[config.mk]
export PLATFORM = sky130hd
export DESIGN_NAME = ev_pop_streamer
export DESIGN_NICKNAME = d
export VERILOG_FILES = /design/src/rtl/ev_pop_streamer.sv
export SDC_FILE = /design/constraint.sdc
export NUM_CORES = 2
export LEC_CHECK = 0
export ABC_AREA = 0
export CAP_MARGIN = 10
export CORE_MARGIN = 10
export CORE_UTILIZATION = 28
export CTS_BUF_LIST = sky130_fd_sc_hd__clkbuf_8
export CTS_CLUSTER_SIZE = 10
export DETAILED_ROUTE_END_ITERATION = 8
export SYNTH_ARGS = -nofsm -noshare
export SYNTH_HDL_FRONTEND = slang
export SYNTH_SLANG_ARGS = --single-unit
[constraint.sdc]
create_clock -name clk -period 3.3 [get_ports clk]
set_input_delay 0.495 -clock clk [delete_from_list [all_inputs] [get_ports clk]]
set_output_delay 0.495 -clock clk [all_outputs]
set_load 0.01 [all_outputs]
[src/rtl/ev_pop_streamer.sv]
// Host-side loader for the evolutionary-algorithm core: buffers the self-energy,
// interaction and population tables, streams them on start, then captures the result.
module ev_pop_streamer #(
  parameter int INT8_LENGTH       = 8,
  parameter int ENERGY_LENGTH     = 4,
  parameter int PARTICLE_LENGTH   = 2,
  parameter int LATTICE_LENGTH    = 11,
  parameter int INDIVIDUAL_LENGTH = PARTICLE_LENGTH * LATTICE_LENGTH,
  parameter int IND_FIT_LENGTH    = 10,
  parameter int NUM_PARTICLE_TYPE = 3,
  parameter int POP_SIZE          = 40,
  parameter int TIMEOUT_W         = 16
) (
  input  logic                                                   clk,
  input  logic                                                   rst_n,
  input  logic                                                   cfg_we,
  input  logic [1:0]                                             cfg_sel,
  input  logic [5:0]                                             cfg_addr,
  input  logic [INT8_LENGTH+IND_FIT_LENGTH+INDIVIDUAL_LENGTH-1:0] cfg_wdata,
  input  logic                                                   start,
  output logic                                                   busy,
  output logic                                                   done,
  output logic                                                   timeout,
  output logic [ENERGY_LENGTH-1:0]                               self_energy_o,
  output logic [ENERGY_LENGTH-1:0]                               interact_energy_o,
  output logic [INT8_LENGTH-1:0]                                 mutate_rate_o,
  output logic [INDIVIDUAL_LENGTH-1:0]                           ind_state_o,
  output logic [IND_FIT_LENGTH-1:0]                              ind_fit_o,
  output logic                                                   in_valid_self_o,
  output logic                                                   in_valid_interact_o,
  output logic                                                   in_valid_ind_o,
  input  logic                                                   res_valid_i,
  input  logic [IND_FIT_LENGTH-1:0]                              min_fit_i,
  input  logic [INDIVIDUAL_LENGTH-1:0]                           best_state_i,
  input  logic [INT8_LENGTH-1:0]                                 best_mut_i,
  output logic [IND_FIT_LENGTH-1:0]                              res_fit_o,
  output logic [INDIVIDUAL_LENGTH-1:0]                           res_state_o,
  output logic [INT8_LENGTH-1:0]                                 res_mut_o
);
  localparam int NUM_INTERACT = NUM_PARTICLE_TYPE * NUM_PARTICLE_TYPE;
  localparam int CFG_W        = INT8_LENGTH + IND_FIT_LENGTH + INDIVIDUAL_LENGTH;
  localparam logic [5:0] SELF_LAST  = 6'(NUM_PARTICLE_TYPE - 1);
  localparam logic [5:0] INTER_LAST = 6'(NUM_INTERACT - 1);
  localparam logic [5:0] POP_LAST   = 6'(POP_SIZE - 1);

  typedef enum logic [2:0] {
    S_IDLE, S_SELF, S_GAP1, S_INTER, S_GAP2, S_POP, S_WAIT, S_FIN
  } state_t;

  state_t                 state_reg;
  logic [5:0]             idx_reg;
  logic [TIMEOUT_W-1:0]   wait_cnt_reg;
  logic [TIMEOUT_W-1:0]   wait_cnt_next;

  logic [ENERGY_LENGTH-1:0] self_tab  [NUM_PARTICLE_TYPE];
  logic [ENERGY_LENGTH-1:0] inter_tab [NUM_INTERACT];
  logic [CFG_W-1:0]         pop_tab   [POP_SIZE];

  logic [ENERGY_LENGTH-1:0] self_rd;
  logic [ENERGY_LENGTH-1:0] inter_rd;
  logic [CFG_W-1:0]         pop_rd;
  logic                     cfg_ok;

  assign cfg_ok        = cfg_we && (state_reg == S_IDLE);
  assign wait_cnt_next = wait_cnt_reg + 1'b1;

  // Out-of-range addresses match no entry, so they fall through untouched.
  always_ff @(posedge clk or negedge rst_n) begin
    if (!rst_n) begin
      for (int i = 0; i < NUM_PARTICLE_TYPE; i++) self_tab[i] <= '0;
    end else if (cfg_ok && cfg_sel == 2'd0) begin
      for (int i = 0; i < NUM_PARTICLE_TYPE; i++)
        if (cfg_addr == 6'(i)) self_tab[i] <= cfg_wdata[ENERGY_LENGTH-1:0];
    end
  end

  always_ff @(posedge clk or negedge rst_n) begin
    if (!rst_n) begin
      for (int i = 0; i < NUM_INTERACT; i++) inter_tab[i] <= '0;
    end else if (cfg_ok && cfg_sel == 2'd1) begin
      for (int i = 0; i < NUM_INTERACT; i++)
        if (cfg_addr == 6'(i)) inter_tab[i] <= cfg_wdata[ENERGY_LENGTH-1:0];
    end
  end

  always_ff @(posedge clk or negedge rst_n) begin
    if (!rst_n) begin
      for (int i = 0; i < POP_SIZE; i++) pop_tab[i] <= '0;
    end else if (cfg_ok && cfg_sel == 2'd2) begin
      for (int i = 0; i < POP_SIZE; i++)
        if (cfg_addr == 6'(i)) pop_tab[i] <= cfg_wdata;
    end
  end

  always_comb begin
    self_rd  = '0;
    inter_rd = '0;
    pop_rd   = '0;
    for (int i = 0; i < NUM_PARTICLE_TYPE; i++)
      if (idx_reg == 6'(i)) self_rd = self_tab[i];
    for (int i = 0; i < NUM_INTERACT; i++)
      if (idx_reg == 6'(i)) inter_rd = inter_tab[i];
    for (int i = 0; i < POP_SIZE; i++)
      if (idx_reg == 6'(i)) pop_rd = pop_tab[i];
  end

  // Outputs are registered from the current phase, so each phase appears one cycle after entry.
  always_ff @(posedge clk or negedge rst_n) begin
    if (!rst_n) begin
      state_reg           <= S_IDLE;
      idx_reg             <= '0;
      wait_cnt_reg        <= '0;
      busy                <= 1'b0;
      done                <= 1'b0;
      timeout             <= 1'b0;
      self_energy_o       <= '0;
      interact_energy_o   <= '0;
      mutate_rate_o       <= '0;
      ind_state_o         <= '0;
      ind_fit_o           <= '0;
      in_valid_self_o     <= 1'b0;
      in_valid_interact_o <= 1'b0;
      in_valid_ind_o      <= 1'b0;
      res_fit_o           <= '0;
      res_state_o         <= '0;
      res_mut_o           <= '0;
    end else begin
      done                <= 1'b0;
      self_energy_o       <= '0;
      interact_energy_o   <= '0;
      mutate_rate_o       <= '0;
      ind_state_o         <= '0;
      ind_fit_o           <= '0;
      in_valid_self_o     <= 1'b0;
      in_valid_interact_o <= 1'b0;
      in_valid_ind_o      <= 1'b0;
      case (state_reg)
        S_IDLE: begin
          if (start) begin
            state_reg <= S_SELF;
            idx_reg   <= '0;
            timeout   <= 1'b0;
            busy      <= 1'b1;
          end
        end
        S_SELF: begin
          in_valid_self_o <= 1'b1;
          self_energy_o   <= self_rd;
          if (idx_reg == SELF_LAST) begin
            state_reg <= S_GAP1;
            idx_reg   <= '0;
          end else begin
            idx_reg <= idx_reg + 6'd1;
          end
        end
        S_GAP1: begin
          state_reg <= S_INTER;
          idx_reg   <= '0;
        end
        S_INTER: begin
          in_valid_interact_o <= 1'b1;
          interact_energy_o   <= inter_rd;
          if (idx_reg == INTER_LAST) begin
            state_reg <= S_GAP2;
            idx_reg   <= '0;
          end else begin
            idx_reg <= idx_reg + 6'd1;
          end
        end
        S_GAP2: begin
          state_reg <= S_POP;
          idx_reg   <= '0;
        end
        S_POP: begin
          in_valid_ind_o <= 1'b1;
          mutate_rate_o  <= pop_rd[INDIVIDUAL_LENGTH+IND_FIT_LENGTH +: INT8_LENGTH];
          ind_fit_o      <= pop_rd[INDIVIDUAL_LENGTH +: IND_FIT_LENGTH];
          ind_state_o    <= pop_rd[INDIVIDUAL_LENGTH-1:0];
          if (idx_reg == POP_LAST) begin
            state_reg    <= S_WAIT;
            idx_reg      <= '0;
            wait_cnt_reg <= '0;
          end else begin
            idx_reg <= idx_reg + 6'd1;
          end
        end
        S_WAIT: begin
          // A result arriving on the saturating cycle still counts as on time.
          if (res_valid_i) begin
            res_fit_o   <= min_fit_i;
            res_state_o <= best_state_i;
            res_mut_o   <= best_mut_i;
            state_reg   <= S_FIN;
            done        <= 1'b1;
            busy        <= 1'b0;
          end else begin
            wait_cnt_reg <= wait_cnt_next;
            if (&wait_cnt_next) begin
              timeout   <= 1'b1;
              state_reg <= S_FIN;
              done      <= 1'b1;
              busy      <= 1'b0;
            end
          end
        end
        S_FIN: begin
          state_reg <= S_IDLE;
        end
        default: begin
          state_reg <= S_IDLE;
          busy      <= 1'b0;
        end
      endcase
    end
  end

endmodule

==> impl_metrics.csv <==
group,metric,value,unit
outcome,status,"complete, but fails checks",
outcome,violations,"setup timing",
route,drc,0,
die,row_count,195,
sta,worstMarginPinSlew,1.32,ns
sta,fin_ws,-0.0245,ns
clocking,cts_buffer_depth,4,
die,die_x,553,µm
synthesis,synth.cell_area,79500,µm²
global_routing,grt_max_degree,160,
die,core-area,282000,µm²
clocking,htreeDepth,5,
worst_setup_path,path_class,"reg -> reg",
placed_design,dp_hpwl,219000,µm
route,dr.pass1.iters,8,
worst_setup_path,cp_max_fo,12,
route,num_vias,61100,
sta,period_share,101,%
worst_setup_path,cp.required,4.16,ns
sta,max_clock_freq,301,MHz
die,io_pins,187,
synthesis,synthFlopType,"dfrtp_1",
power_and_ir_drop,powerDensity,430,nW/µm²
synthesis,synth-compound-area-share,11.2,%
sta,finalHoldViolCount,0,
synthesis,async_flop_share,100,%
global_routing,antenna_found_initial,29,
synthesis,synth_edf_count,0,
sta,hold_slack,0.108,ns
clocking,clkTransAtPathRegs,0.06,ns
worst_setup_path,cp_data_arrival_time,4.19,ns
synthesis,ys_ff_latch,1767,
clocking,cts.sink_count,1767,
die,initial_utilization,28.1,%
route,finalWirelength,315000,µm
sta,maxSlewHeadroom,11.9,%
synthesis,synth_top_family_by_area,"multiplexers",
power_and_ir_drop,p_leak,48.9,nW
sta,rsz0062_at_grt,"yes",
global_routing,grt_pass1_vias,62700,
flow_run,maxCapViolations,0,
sta,drv_slew,0,
clocking,cts_tree,"built",
die,dieArea,305000,µm²
synthesis,synth_xor_xnor_area_share,0.0441,%
worst_setup_path,endpoint_kind,"flop",
finish,area.growth.synth_to_final,24.8,%
finish,nNetsFinal,7194,
finish,top_regs,"pop_tab (1600), inter_tab (36)",
power_and_ir_drop,power,42.6,mW
clocking,worstSkewPairLatency,0.99,ns
sta,fin_crit,3.32,ns
synthesis,synth-seq-area-share,55.7,%
global_routing,grt_pass1_wl,450000,µm
finish,largest-register,"pop_tab",
placed_design,dpl-instance-area,91800,µm²
synthesis,synth_mux_area_share,24.0,%
route,drt_iter0_drc,6876,
worst_setup_path,timing.rr.start,"idx_reg[0]",
route,wire_per_inst,28.5,µm
route,viasPerCell,5.52,
worst_setup_path,startpoint_type,"flop",
synthesis,syn_avg_cell_area,12.6,µm²
clocking,cts_root_buffer,"clkbuf_8",
synthesis,yosys.area_share.simple,5.94,%
synthesis,synth_cells,6281,
placed_design,gp_congestion,0.927,
placed_design,pre_cts_slack,-0.999,ns
die,chipHeight,553,µm
route,ant_nets,0,
sta,setup_viol,3,
global_routing,grt-ovfl-total,0,
power_and_ir_drop,peakVddDrop,0.323,mV
worst_setup_path,rrSetupSlack,-0.02,ns
sta,skew,0.102,ns
finish,final_cell_area,99100,µm²
clocking,cts_buffers,294,
synthesis,synth_warnings,0,
finish,drive_above_1_share,45.4,%
global_routing,grt_use_total,19.6,%
finish,largest_reg_flops,1600,
finish,post-route-util,35.1,%
worst_setup_path,worstRegToRegCells,15,
synthesis,syn_nets,6380,
synthesis,synth_adder_area_share,0.0945,%
worst_setup_path,reg2reg_to,"ind_fit_o[6]",
synthesis,yosysUniqueCellTypes,95,
min_path,hold_class,"in -> async",
placed_design,io_buffers,186,
==> critical path, stage by stage, from the launching register on <==
cell and delay, ns:
dfrtp_1 0.38, inv_2 0.07, buf_4 0.14, ha_4 0.17, buf_6 0.13, or2_4 0.23, buf_4 0.18, buf_4 0.15
nand2_1 0.06, nand2_1 0.07, buf_4 0.22, nor3_1 0.46, nand3_1 0.35, a31oi_1 0.37, a221oi_1 0.12, o311ai_1 0.09
==> metal layers <==
layer	vias to the layer above	track usage, %	wire [µm]
met1	32400	26.0	131000
met4	6	9.49	16900
met3	728	4.23	26100
met5	-	0	31
met2	2974	30.2	141000
li1	25000	-	-
==> cells in the mapped netlist (68+ instances only) <==
cell type	count	area, µm²
o21ai_0	194	971
a221o_1	68	681
a22oi_1	81	608
nor3_1	108	541
nor2_1	271	1020
mux2_2	1682	18900
nand3_1	89	445
a21oi_1	190	951
clkbuf_1	407	1530
dfrtp_1	1767	44200
buf_2	128	641
a221oi_1	179	1570
o22ai_1	169	1060
nand2_1	303	1140
==> kinds of logic (layout without fill, tap and decap cells) <==
family | count (synthesis) | after routing
adders and majority gates | 6 | 6
DFF | 1767 | 1767
buffers and inverters | 588 | 1612
muxes | 1691 | 1691
other | 0 | 19
AOI/OAI and AO/OA | 1241 | 1241
xor gates and xnor gates | 4 | 4
and+or+nand+nor | 984 | 984
==> cell usage in the layout, fill, tap and decap left out, drive strengths merged, types with 68 or more instances in the layout <==
| cell | n |
|---|---|
| a21oi | 190 |
| a221o | 68 |
| a221oi | 180 |
| a22oi | 82 |
| buf | 945 |
| clkbuf | 370 |
| clkdlybuf4s50 | 147 |
| dfrtp | 1767 |
| inv | 107 |
| mux2 | 1688 |
| nand2 | 305 |
| nand3 | 89 |
| nor2 | 282 |
| nor3 | 112 |
| o21ai | 211 |
| o22ai | 171 |
==> how the worst max path moves through the flow <==
stage / cells after the start / slack [ns] / endpoint / startpoint
global route: 16 / -0.1 / ind_fit_o[3] / idx_reg[0]
finish: 15 / -0.02 / ind_fit_o[6] / idx_reg[0]
detailed placement: 12 / -1.0 / ind_state_o[13] / idx_reg[5]
global placement: 13 / -1.14 / ind_fit_o[7] / idx_reg[0]
CTS: 13 / -0.09 / ind_state_o[13] / idx_reg[5]
floorplan: 12 / 0.58 / ind_fit_o[8] / idx_reg[0]
==> final cells by class <==
class                   count  area [µm²]
fillers                 27400      183000
repair buffers           1095       10200
well taps                3743        4680
multi-input cells        3926       34100
clock inverters           138         767
inverters                  11        45.0
clock buffers             368        5060
diodes                     19        47.5
flip-flops and latches   1767       44200
==> repair_timing <==
action | in CTS | in global routing
setup buffers | 14 | 20
endpoints found under the hold margin | 517 | 0
pin swaps | 28 | 47
cloned | 0 | 3
hold buffers | 1 | 0
setup endpoints to repair | 34 | 40
gates resized for setup | 133 | 138
==> stage by stage <==
step	std cells	setup TNS (ns)
after floorplan	6281	0
after global placement	10500	-11.66
after detailed placement	10500	-10.25
after CTS	11000	-0.309
after global routing	11100	-0.407
final	11100	-0.0415
==> where the power goes <==
| group | internal, mW | switching, mW | total, mW |
|---|---|---|---|
| Combinational | 0.179 | 1.02 | 1.20 |
| Sequential | 21.7 | 0.00610 | 21.7 |
| Clock | 10.5 | 9.29 | 19.8 |
| Total | 32.3 | 10.3 | 42.6 |
No activity file was read; power rests on OpenSTA's default activity.
